### config.mk
export PLATFORM = sky130hd
export DESIGN_NAME = ram_access_ctrl
export DESIGN_NICKNAME = d
export VERILOG_FILES = /design/src/rtl/ram_ctrl_pkg.sv /design/src/rtl/ram_wait_timer.sv /design/src/rtl/ram_access_ctrl.sv
export SDC_FILE = /design/constraint.sdc
export NUM_CORES = 1
export LEC_CHECK = 0
export ABC_AREA = 1
export CAP_MARGIN = 30
export CORE_MARGIN = 10
export CORE_UTILIZATION = 50
export CTS_BUF_LIST = sky130_fd_sc_hd__clkbuf_16
export DETAILED_ROUTE_END_ITERATION = 8
export GPL_TIMING_DRIVEN = 0
export PLACE_DENSITY = 0.91
export REMOVE_ABC_BUFFERS = 1
export SLEW_MARGIN = 20
export SYNTH_ARGS = -nofsm -noshare
export SYNTH_HDL_FRONTEND = slang
export SYNTH_SLANG_ARGS = --single-unit
### constraint.sdc
create_clock -name clk -period 2.6 [get_ports clk]
set_input_delay 0.52 -clock clk [delete_from_list [all_inputs] [get_ports clk]]
set_output_delay 0.52 -clock clk [all_outputs]
set_load 0.03 [all_outputs]
### src/rtl/ram_ctrl_pkg.sv
// Shared types and parameter defaults for the RAM access controller.
package ram_ctrl_pkg;

    localparam int ADDR_W_DEF      = 6;
    localparam int DATA_W_DEF      = 8;
    localparam int WAIT_CYCLES_DEF = 1;

    typedef enum logic [1:0] {
        IDLE   = 2'd0,
        SETUP  = 2'd1,
        ACCESS = 2'd2,
        HOLD   = 2'd3
    } state_e;

endpackage

### src/rtl/ram_wait_timer.sv
// 4-bit loadable down-counter; done flags the last strobe-active cycle.
module ram_wait_timer (
    input  logic       clk,
    input  logic       rst,
    input  logic       load_i,
    input  logic       en_i,
    input  logic [3:0] load_val_i,
    output logic       done_o
);

    logic [3:0] cnt_q;

    always_ff @(posedge clk or posedge rst) begin
        if (rst) begin
            cnt_q <= 4'd0;
        end else if (load_i) begin
            cnt_q <= load_val_i;
        end else if (en_i && cnt_q != 4'd0) begin
            cnt_q <= cnt_q - 4'd1;
        end
    end

    assign done_o = (cnt_q == 4'd1);

endmodule

### src/rtl/ram_access_ctrl.sv
// Async-SRAM access sequencer: SETUP / ACCESS / HOLD per beat, bursts with
// wrapping address; every output comes straight from a flop.
module ram_access_ctrl
    import ram_ctrl_pkg::*;
#(
    parameter int WAIT_CYCLES = WAIT_CYCLES_DEF,
    parameter int ADDR_W      = ADDR_W_DEF,
    parameter int DATA_W      = DATA_W_DEF
) (
    input  logic              clk,
    input  logic              rst,
    input  logic              req,
    input  logic              wr,
    input  logic [ADDR_W-1:0] addr,
    input  logic [3:0]        len,
    input  logic [DATA_W-1:0] wdata,
    output logic              ready,
    output logic              ack,
    output logic [DATA_W-1:0] rdata,
    output logic [ADDR_W-1:0] adrs,
    output logic [DATA_W-1:0] dataIn,
    input  logic [DATA_W-1:0] dataOut,
    output logic              _ce,
    output logic              _we,
    output logic              _oe
);

    state_e              state_q, state_d;
    logic                wr_q;
    logic [3:0]          beats_q;
    logic [ADDR_W-1:0]   adrs_q;
    logic [DATA_W-1:0]   din_q;
    logic [DATA_W-1:0]   rdata_q;
    logic                ce_q, we_q, oe_q, ack_q, ready_q;
    logic                accept;
    logic                wr_next;
    logic                timer_done;

    ram_wait_timer u_timer (
        .clk        (clk),
        .rst        (rst),
        .load_i     (state_q == SETUP),
        .en_i       (state_q == ACCESS),
        .load_val_i (4'(WAIT_CYCLES)),
        .done_o     (timer_done)
    );

    assign accept  = (state_q == IDLE) && req;
    // On the accept edge wr_q is not yet loaded, so use the live request type.
    assign wr_next = accept ? wr : wr_q;

    always_comb begin
        state_d = state_q;
        case (state_q)
            IDLE:    if (req) state_d = SETUP;
            SETUP:   state_d = ACCESS;
            ACCESS:  if (timer_done) state_d = HOLD;
            HOLD:    state_d = (beats_q != 4'd0) ? SETUP : IDLE;
            default: state_d = IDLE;
        endcase
    end

    // Strobes are registered from the next state so they line up with it.
    always_ff @(posedge clk or posedge rst) begin
        if (rst) begin
            state_q <= IDLE;
            ce_q    <= 1'b1;
            we_q    <= 1'b1;
            oe_q    <= 1'b1;
            ack_q   <= 1'b0;
            ready_q <= 1'b1;
            wr_q    <= 1'b0;
            beats_q <= 4'd0;
            adrs_q  <= '0;
            din_q   <= '0;
            rdata_q <= '0;
        end else begin
            state_q <= state_d;
            ce_q    <= (state_d == IDLE);
            we_q    <= !((state_d == ACCESS) && wr_q);
            oe_q    <= !((state_d == ACCESS) && !wr_q);
            ack_q   <= (state_d == HOLD);
            ready_q <= (state_d == IDLE);

            if (accept) begin
                wr_q    <= wr;
                beats_q <= len;
                adrs_q  <= addr;
            end
            if (state_q == HOLD && beats_q != 4'd0) begin
                beats_q <= beats_q - 4'd1;
                adrs_q  <= adrs_q + ADDR_W'(1);
            end
            if (state_d == SETUP && wr_next) begin
                din_q <= wdata;
            end
            if (state_q == ACCESS && timer_done && !wr_q) begin
                rdata_q <= dataOut;
            end
        end
    end

    assign ready  = ready_q;
    assign ack    = ack_q;
    assign rdata  = rdata_q;
    assign adrs   = adrs_q;
    assign dataIn = din_q;
    assign _ce    = ce_q;
    assign _we    = we_q;
    assign _oe    = oe_q;

endmodule

; ---- After elaboration in Yosys (flattened, before gate mapping)
; Index checks and enable logic that the tools add are counted.
[totals]
mem_count = 0
register_bits = 37
out_inout_bits = 27
inputBits = 30
ramBits = 0
mem_bits_ro = 0
latchBits = 0
[op_classes]
n_lt_le_gt_ge = 0
reduce_logical = 17
n_div = 0
shift = 0
bitwise = 0
multipliers = 0
eq_ne = 7
muxes = 11
addsub = 3
[op_table]
columns = operator, n
row1 = $mux W4, 4
row2 = $mux W6, 2
row3 = $eq A2 B2 Y1 const B, 4
row4 = $logic_and A1 B1 Y1, 8
row5 = $pmux W2 S4, 1
row6 = $reduce_bool A4 Y1, 2
row7 = $sub A4 B1 Y4 const B, 2
row8 = $add A6 B1 Y6 const B, 1
row9 = $eq A2 B1 Y1 const B, 2
row10 = $eq A4 B1 Y1 const B, 1
row11 = $logic_not A2 Y1, 2
row12 = $mux W2, 2
row13 = $reduce_bool A2 Y1, 2
row14 = $logic_not A1 Y1, 3
row15 = $mux W1, 2

; ---- Logic depth before layout (Yosys ltp)
; Gate-level depths: netlist of the first run.
[logic_depth]
depth_word = 6
mapped_depth = 9
mapped_depth_nobuf = 9

; ---- Modules after synthesis
; A second synthesis of the first run with hierarchy kept.
[hier_totals]
hier_cells = 214
area_unflattened_um2 = 1938.1
[modules_own_cells]
columns = module, n_inst, area_per_inst_um2, cells_each, seq_area_each_um2
row1 = ram_access_ctrl, 1, 1639.1, 171, 829.5
row2 = ram_wait_timer, 1, 299.0, 43, 100.1

; ---- Worst setup path before layout of the first run
; OpenSTA, ideal clock, no wires.
[synth_timing]
path_kind = register to register
from = register state_q[0]
to = register din_q[0], in the netlist dataIn[0]
period_less_slack_ns = 1.416
stages_incl_launch_ff = 7
required_ns = 2.482
t_arrival_ns = 1.299
n_path_buf = 0
path_slack_ns = 1.184
path_cell_list = dfrtp_1 inv_1 ha_1 nor2_8 nand3_4 nand2_1 nand2_1
[synth_between]
elab_chain_cells = 4
elab_cells_between_ends = 11
[synth_lines]
columns = element, line
row1 = start: declaration, ram_access_ctrl.sv:28  ; state_e state_q, state_d;
row2 = start signal: assignment, ram_access_ctrl.sv:78  ; state_q <= state_d;
row3 = "$eq A2 B2 Y1, or another cell as far along", ram_access_ctrl.sv:54  ; case (state_q)
row4 = $pmux W2 S4 (*), ram_access_ctrl.sv:54
row5 = via state_d[1], ram_access_ctrl.sv:28
row6 = $eq A2 B1 Y1 (*), ram_access_ctrl.sv:94  ; if (state_d == SETUP && wr_next) begin
row7 = $logic_and A1 B1 Y1 (*), ram_access_ctrl.sv:94
row8 = end signal: assignment, ram_access_ctrl.sv:95  ; din_q <= wdata;
row9 = end: declaration, ram_access_ctrl.sv:32  ; logic [DATA_W-1:0] din_q;
; The timed path passes the listed nets; every way through them passes the cells marked *.
; A chain may end at the register's enable or synchronous reset.

==> results.txt, run 1 <==
----------------------------------------------------
[Clock network]
  Number of setup buffers added after CTS ... 0
  Clock buffers created by TritonCTS ... 5
  Clock Latency Late Sink ... 0.27 ns
  Clock tree buffer depth ... 2
  Clock tree from TritonCTS ... done
  Sink count of the clock tree ... 37
  Clock-pin transition on the worst setup and hold timing paths ... 0.06 ns
  Number of gates resized after cts ... 0
  Cell at the root of the clock tree ... clkbuf_16
  Hold buffer count at CTS ... 0
  Count of H-tree levels built during CTS ... 2

[Synth]
  Post-synth ARST share ... 100%
  Combinational family with the most area after synthesis ... simple AND/OR/NAND/NOR gates
  Dominant cells by area after synthesis ... dfrtp_1 (45%), nand2_1 (11%), ha_1 (5.9%)
  Number of distinct library cells after synthesis ... 26
  Synthesis warning total ... 0
  Simple-gate share of the synthesized area ... 29.3%
  Post-synthesis area per instance ... 9.09 um^2
  Share of the yosys chip area belonging to registers ... 48.7%
  Number of synthesized register bits ... 37
  Flip-flop cell with the highest count after synthesis ... dfrtp_1
  Fraction of the mapped netlist area in compound gates ... 8.32%
  Adder-Cell Fraction of Synth Area ... 5.90%
  Number of flops mapped to enable cells by yosys ... 0
  Gate count after technology mapping ... 210
  Cell type with the highest aggregate area in the netlist ... dfrtp_1
  Summed instance area of the synthesized netlist ... 1910 um^2
  Cell with the most instances after synthesis ... nand2_1
  Area share of the largest cell type after synthesis ... 44.6%
  Mux contribution to synthesized area ... 1.05%
  Share of the synthesized netlist area taken by xor and xnor gates ... 1.83%
  Most frequent cells after synthesis ... nand2_1 (58), dfrtp_1 (34), inv_1 (19)

[STA]
  Least-Margin Pin Slew ... 0.762 ns
  Fraction of the cycle the final worst path needs ... 76.9%
  Final setup violation count ... 0
  Final slew viol count ... 0
  RSZ-0062 raised after global routing ... false
  Slew margin rel. ... 49.1%
  Post-Route Setup TNS ... 0 ns
  Max frequency ... 0.500 GHz
  Worst Skew ... 0.00463 ns
  Minimum clock period after layout ... 2.00 ns
  Final hold violations ... 0

[Setup path]
  Critical path capture point type ... output pin
  Destination of the worst register-to-register timing path ... beats_q[1]
  Crit start category ... flop
  Required time at the worst-slack endpoint ... 2.08 ns
  Count of buffering cells on the critical path with inverters included ... 1
  Worst Reg2Reg Path Length in Cells ... 7
  Standard cell with the maximum stage delay on the critical path ... clkdlybuf4s50_1
  Slack of the worst reg-to-reg path ... 0.91 ns
  Peak fanout along the critical path ... 2
  Category of cells accounting for the largest share of critical-path delay ... buffers and inverters
  Crit Reg-Reg Startpoint ... state_q[0]
  Ordered cell list for the critical path ... clkdlybuf4s50_1
  Maximum single-stage delay on the critical path ... 0.67 ns
  Type of the setup path with the least slack ... reg2out
  Data arrival time of the critical path ... 1.48 ns

[Route]
  Iteration count of the initial detailed-routing pass ... 4
  Remaining antenna violation count ... 0
  Per-cell routed wire length ... 14.3 um
  Routed via count ... 1625
  Number of remaining DRC errors ... 0
  DRT Wirelength ... 4570 um
  Number of violations reported at the end of detailed-routing iteration 0 ... 78
  Vias per std cell ... 5.09

[Global route]
  Global route overflow ... 0
  Maximum number of pins on one net before global-route repair ... 38
  Wire length of the first global-routing pass ... 7690 um
  Number of global-route vias before repair ... 1654
  All-Layer GR Usage ... 14.6%
  Number of antenna violations at the first check in global routing ... 0

[Floorplanning]
  Width of the die ... 81.8 um
  Core box area ... 3690 um^2
  Floorplan die height ... 81.8 um
  DIE AREA ... 6690 um^2
  Boundary Pins ... 57
  Cell row count ... 22
  Initial Util ... 51.8%

[Layout]
  Number of antenna repair diodes ... 0
  Post-layout net count ... 309
  Count of non-filler cells in the finished layout ... 319
  Syn-to-layout area delta ... 39.1%
  Fraction of layout cells with a size suffix above 1 ... 10.7%
  Number of inserted filler cells in the final layout ... 279

[Placed design]
  GP Congestion ... 0.828
  HPWL after detailed placement ... 3350 um
  Cells after DPL ... 311
  Port-buffer cells ... 56

[Min path]
  Startpoint of the lowest-slack hold path ... dataIn[1]
  End of the worst hold path ... dataIn[1]
  Path class of the lowest-slack min-delay path ... reg2reg
  Count of cells along the worst hold path ... 2

[Power and ir drop]
  Leakage power figure ... 1.24 nW
  Largest vdd supply drop ... 996 uV
  Power density relative to cell area ... 1480 nW/um^2

[Outcome]
  Outcome ... complete, no violations

[Flow run]
  Max-Cap Viols ... 0

----------------------------------------------------
## sequential cells by signal, summed over array words and instances (netlist names), 2 cells and up
name,cells
rdata,8
u_timer.cnt_q,4
beats_q,4
adrs,6
state_q,2
dataIn,8
## how the worst max path moves through the flow
| stage | slack (ns) | start | endpoint | cells after the start |
|---|---|---|---|---|
| 6_report | 0.60 | ready | _ce | 1 |
| 5_1_grt | 0.56 | ready | ready | 1 |
| 4_1_cts | 0.59 | ready | _ce | 1 |
| 3_5_place_dp | 0.67 | req | dataIn[2] | 8 |
| 3_3_place_gp | 0.45 | rst | rdata[1] | 2 |
| 2_1_floorplan | 1.18 | state_q[0] | dataIn[0] | 6 |
## routing by layer
layer  up-vias  wire (um)  global-route usage (%)
met3         7        454                    7.75
met2        46       2260                    24.5
met1       766       1810                    15.7
li1        806          -                       -
met5         -          0                       0
met4         0         48                    4.08
## cell type report
cell class / count / area [um^2] / share of cell area (%)
Inverter: 20 / 75.1 / 2.83
Sequential cell: 37 / 930 / 35.0
Tap cell: 48 / 60.1 / 2.26
Timing Repair Buffer: 56 / 561 / 21.1
Clock inverter: 3 / 18.8 / 0.707
Multi-Input combinational cell: 150 / 886 / 33.4
Clock buffer: 5 / 125 / 4.71
## tightest hold or removal path, cell delays in order (launching register included)
cell and delay, ns:
dfrtp_1 0.34, nand2_1 0.05, nand2_1 0.05
## where the power goes
| group | internal (mW) | switching (mW) |
|---|---|---|
| combinational | 0.859 | 1.36 |
| sequential | 0.885 | 0.245 |
| clock | 0.351 | 0.225 |
## kinds of logic (layout without fill, tap and decap cells)
logic type	count (synthesis)	count (layout)
XOR/XNOR	4	4
AND/OR/NAND/NOR	107	107
AO/OA/AOI/OAI	28	28
buffers and inverters	23	84
adder cells (fa/ha/maj)	9	9
multiplexers	2	2
flip-flops	37	37
## stage by stage
step           hold slack [ns]  power, mW  util [%]  area, um^2  setup WS (ns)
6_report                 0.470       3.93      72.0        2660          0.599
5_1_grt                  0.506       4.24      72.0        2660          0.562
4_1_cts                  0.472       3.96      72.0        2660          0.589
3_5_place_dp             0.458       3.36      68.1        2510          0.671
3_3_place_gp             0.453       3.28      68.1        2510          0.449
2_1_floorplan            0.470       2.63         -        1890           1.18
## cell usage in the layout (no fill, tap or decap), drive strengths merged
master,count
nand2,65
nand4,9
ha,9
clkinvlp,2
o211ai,2
clkdlybuf4s50,56
nor2,16
xor2,1
o21ai,19
clkbuf,5
a21boi,1
nand3,16
nor3,1
dfrtp,34
dfstp,3
a21oi,6
mux2i,2
xnor2,3
inv,21
Power figures use the tool's default switching activity.
==> run 2: changes to the inputs <==
--- a/config.mk
+++ b/config.mk
@@ -8,11 +8,11 @@
 export ABC_AREA = 1
 export CAP_MARGIN = 30
 export CORE_MARGIN = 10
-export CORE_UTILIZATION = 50
+export CORE_UTILIZATION = 47
 export CTS_BUF_LIST = sky130_fd_sc_hd__clkbuf_16
 export DETAILED_ROUTE_END_ITERATION = 8
 export GPL_TIMING_DRIVEN = 0
-export PLACE_DENSITY = 0.91
+export PLACE_DENSITY = 0.87
 export REMOVE_ABC_BUFFERS = 1
 export SLEW_MARGIN = 20
 export SYNTH_ARGS = -nofsm -noshare
==> constraint.sdc (replaced) <==
create_clock -name clk -period 1.9 [get_ports clk]
set_input_delay 0.38 -clock clk [delete_from_list [all_inputs] [get_ports clk]]
set_output_delay 0.38 -clock clk [all_outputs]
set_load 0.03 [all_outputs]
==> results.txt, run 2 (same netlist as run 1, synthesis figures left out) <==
----------------------------------------------------
[Outcome]
  Outcome ... complete, no violations (unchanged)

[STA]
  Max frequency ... 0.540 GHz
  Fraction of the cycle the final worst path needs ... 97.5%
  Worst Skew ... 0.00223 ns (was 0.00463 ns)
  Final setup violation count ... 0 (unchanged)
  Post-Route Setup TNS ... 0 ns (unchanged)
  Slew margin rel. ... 73.0% (was 49.1%)
  Final hold violations ... 0 (unchanged)
  Minimum clock period after layout ... 1.85 ns
  RSZ-0062 raised after global routing ... false (unchanged)
  Fin Hold WS ... 0.418 ns (was 0.470 ns)
  Final slew viol count ... 0 (unchanged)
  Least-Margin Pin Slew ... 0.405 ns (was 0.762 ns)

[Global route]
  All-Layer GR Usage ... 14.2% (was 14.6%)
  Wire length of the first global-routing pass ... 8250 um (was 7690 um)
  Maximum number of pins on one net before global-route repair ... 22 (was 38)
  Number of antenna violations at the first check in global routing ... 0 (unchanged)
  Global route overflow ... 0 (unchanged)
  Number of global-route vias before repair ... 1712 (was 1654)

[Setup path]
  Count of buffering cells on the critical path with inverters included ... 1 (unchanged)
  Critical path capture point type ... output pin (unchanged)
  Ordered cell list for the critical path ... clkdlybuf4s50_1 (unchanged)
  Crit Reg-Reg Startpoint ... state_q[0] (unchanged)
  Standard cell with the maximum stage delay on the critical path ... clkdlybuf4s50_1 (unchanged)
  Required time at the worst-slack endpoint ... 1.52 ns (was 2.08 ns)
  Number of cells on the critical path ... 1 (unchanged)
  Slack of the worst reg-to-reg path ... 0.22 ns (was 0.91 ns)
  Destination of the worst register-to-register timing path ... dataIn[1] (was beats_q[1])
  Beginning of the critical path ... ready (unchanged)
  Crit start category ... flop (unchanged)
  Type of the setup path with the least slack ... reg2out (unchanged)
  Category of cells accounting for the largest share of critical-path delay ... buffers and inverters (unchanged)
  Data arrival time of the critical path ... 1.47 ns (was 1.48 ns)
  Maximum single-stage delay on the critical path ... 0.67 ns (about the same)
  Peak fanout along the critical path ... 2 (unchanged)
  Worst setup path endpoint ... _ce (unchanged)
  Worst Reg2Reg Path Length in Cells ... 9 (was 7)

[Clock network]
  Sink count of the clock tree ... 37 (unchanged)
  Cell at the root of the clock tree ... clkbuf_16 (unchanged)
  Clock Latency Late Sink ... 0.28 ns (was 0.27 ns)
  Clock buffers created by TritonCTS ... 5 (unchanged)
  Clock tree from TritonCTS ... done (unchanged)
  Count of H-tree levels built during CTS ... 2 (unchanged)
  Clock-pin transition on the worst setup and hold timing paths ... 0.06 ns (about the same)
  Clock tree buffer depth ... 2 (unchanged)

[Placed design]
  HPWL after detailed placement ... 3560 um (was 3350 um)
  Cells after DPL ... 314 (was 311)
  Port-buffer cells ... 56 (unchanged)
  GP Congestion ... 0.846 (was 0.828)
  Post-placement cell area ... 2540 um^2 (was 2510 um^2)

[Route]
  DRT Wirelength ... 4910 um (was 4570 um)
  Remaining antenna violation count ... 0 (unchanged)
  Number of remaining DRC errors ... 0 (unchanged)
  Per-cell routed wire length ... 15.2 um (was 14.3 um)
  Routed via count ... 1699 (was 1625)
  Number of violations reported at the end of detailed-routing iteration 0 ... 68 (was 78)
  Vias per std cell ... 5.28 (was 5.09)
  Iteration count of the initial detailed-routing pass ... 4 (unchanged)

[Layout]
  Syn-to-layout area delta ... 42.2% (was 39.1%)
  Number of inserted filler cells in the final layout ... 323 (was 279)
  Combined flip-flop and latch cell area ... 930 um^2 (unchanged)
  Summed area of non-filler cells in the final layout ... 2720 um^2 (was 2660 um^2)
  Most frequent cells in the layout ... nand2_1 (58), clkdlybuf4s50_1 (55), dfrtp_1 (34), inv_1 (18), o21ai_0 (16) (was nand2_1 (58), clkdlybuf4s50_1 (56), dfrtp_1 (34), inv_1 (19), o21ai_0 (16))
  Post-layout net count ... 310 (was 309)
  Count of non-filler cells in the finished layout ... 322 (was 319)
  Number of antenna repair diodes ... 0 (unchanged)
  Area used by multi-input combinational logic ... 891 um^2 (was 886 um^2)
  Fraction of layout cells with a size suffix above 1 ... 11.0% (was 10.7%)
  Commonest non-fill, non-tap cell in the layout ... nand2_1 (unchanged)

[Floorplanning]
  Core box area ... 3970 um^2 (was 3690 um^2)
  Width of the die ... 83.7 um (was 81.8 um)
  Floorplan die height ... 83.7 um (was 81.8 um)
  Initial Util ... 48.1% (was 51.8%)
  Boundary Pins ... 57 (unchanged)
  DIE AREA ... 7010 um^2 (was 6690 um^2)
  Cell row count ... 23 (was 22)

[Flow run]
  Max-Cap Viols ... 0 (unchanged)

[Power and ir drop]
  Power density relative to cell area ... 2070 nW/um^2 (was 1480 nW/um^2)
  Final Power ... 5.61 mW (was 3.93 mW)
  Largest vdd supply drop ... 1240 uV (was 996 uV)
  Leakage power figure ... 1.28 nW (was 1.24 nW)

[Min path]
  Path class of the lowest-slack min-delay path ... in2async (was reg2reg)

----------------------------------------------------
## run 2: timing repair
action	CTS	global route
resized for setup	0	2
setup buffers	0	0
hold buffers	0	0
endpoints found under the setup margin	0	4
## run 2: layout make-up
class                      instances  share of cell area [%]
tap                               50                    2.30
clock buffer                       5                    4.61
sequential                        37                    34.2
inverter                          20                    2.76
multi-input combinational        150                    32.8
clock inverter                     3                    1.52
timing repair buffer              57                    21.8
## run 2: report_power, final
group / leakage [nW] / switching (mW) / internal (mW)
clock: 0.0775 / 0.317 / 0.614
sequential: 0.443 / 0.334 / 1.21
combinational: 0.757 / 1.95 / 1.19
total: 1.28 / 2.60 / 3.01
## run 2: through the flow
| step | setup slack (ns) | util [%] |
|---|---|---|
| finish | 0.0474 | 68.4 |
| detailed placement | 0.0381 | 64.0 |
| floorplan | 0.484 | - |
| global route | 0.00771 | 68.4 |
| CTS | 0.0366 | 68.2 |
| global placement | -0.133 | 63.3 |
## run 2: how the worst min path moves through the flow
stage | from | end | slack [ns]
global route | rst | rdata[1] | 0.45
global placement | dataIn[4] | dataIn[4] | 0.45
floorplan | beats_q[1] | beats_q[1] | 0.47
detailed placement | dataIn[2] | dataIn[2] | 0.46
finish | rst | adrs[5] | 0.42
CTS | rst | u_timer.cnt_q[1] | 0.44
## run 2: routing by layer
metal | part of all wire [%] | global-route usage [%] | up-vias
met4 | 1.7 | 5.94 | 0
met3 | 7.5 | 5.57 | 8
met5 | 0 | 0 | -
met2 | 52 | 23.3 | 64
met1 | 39 | 15.8 | 822
li1 | - | - | 805
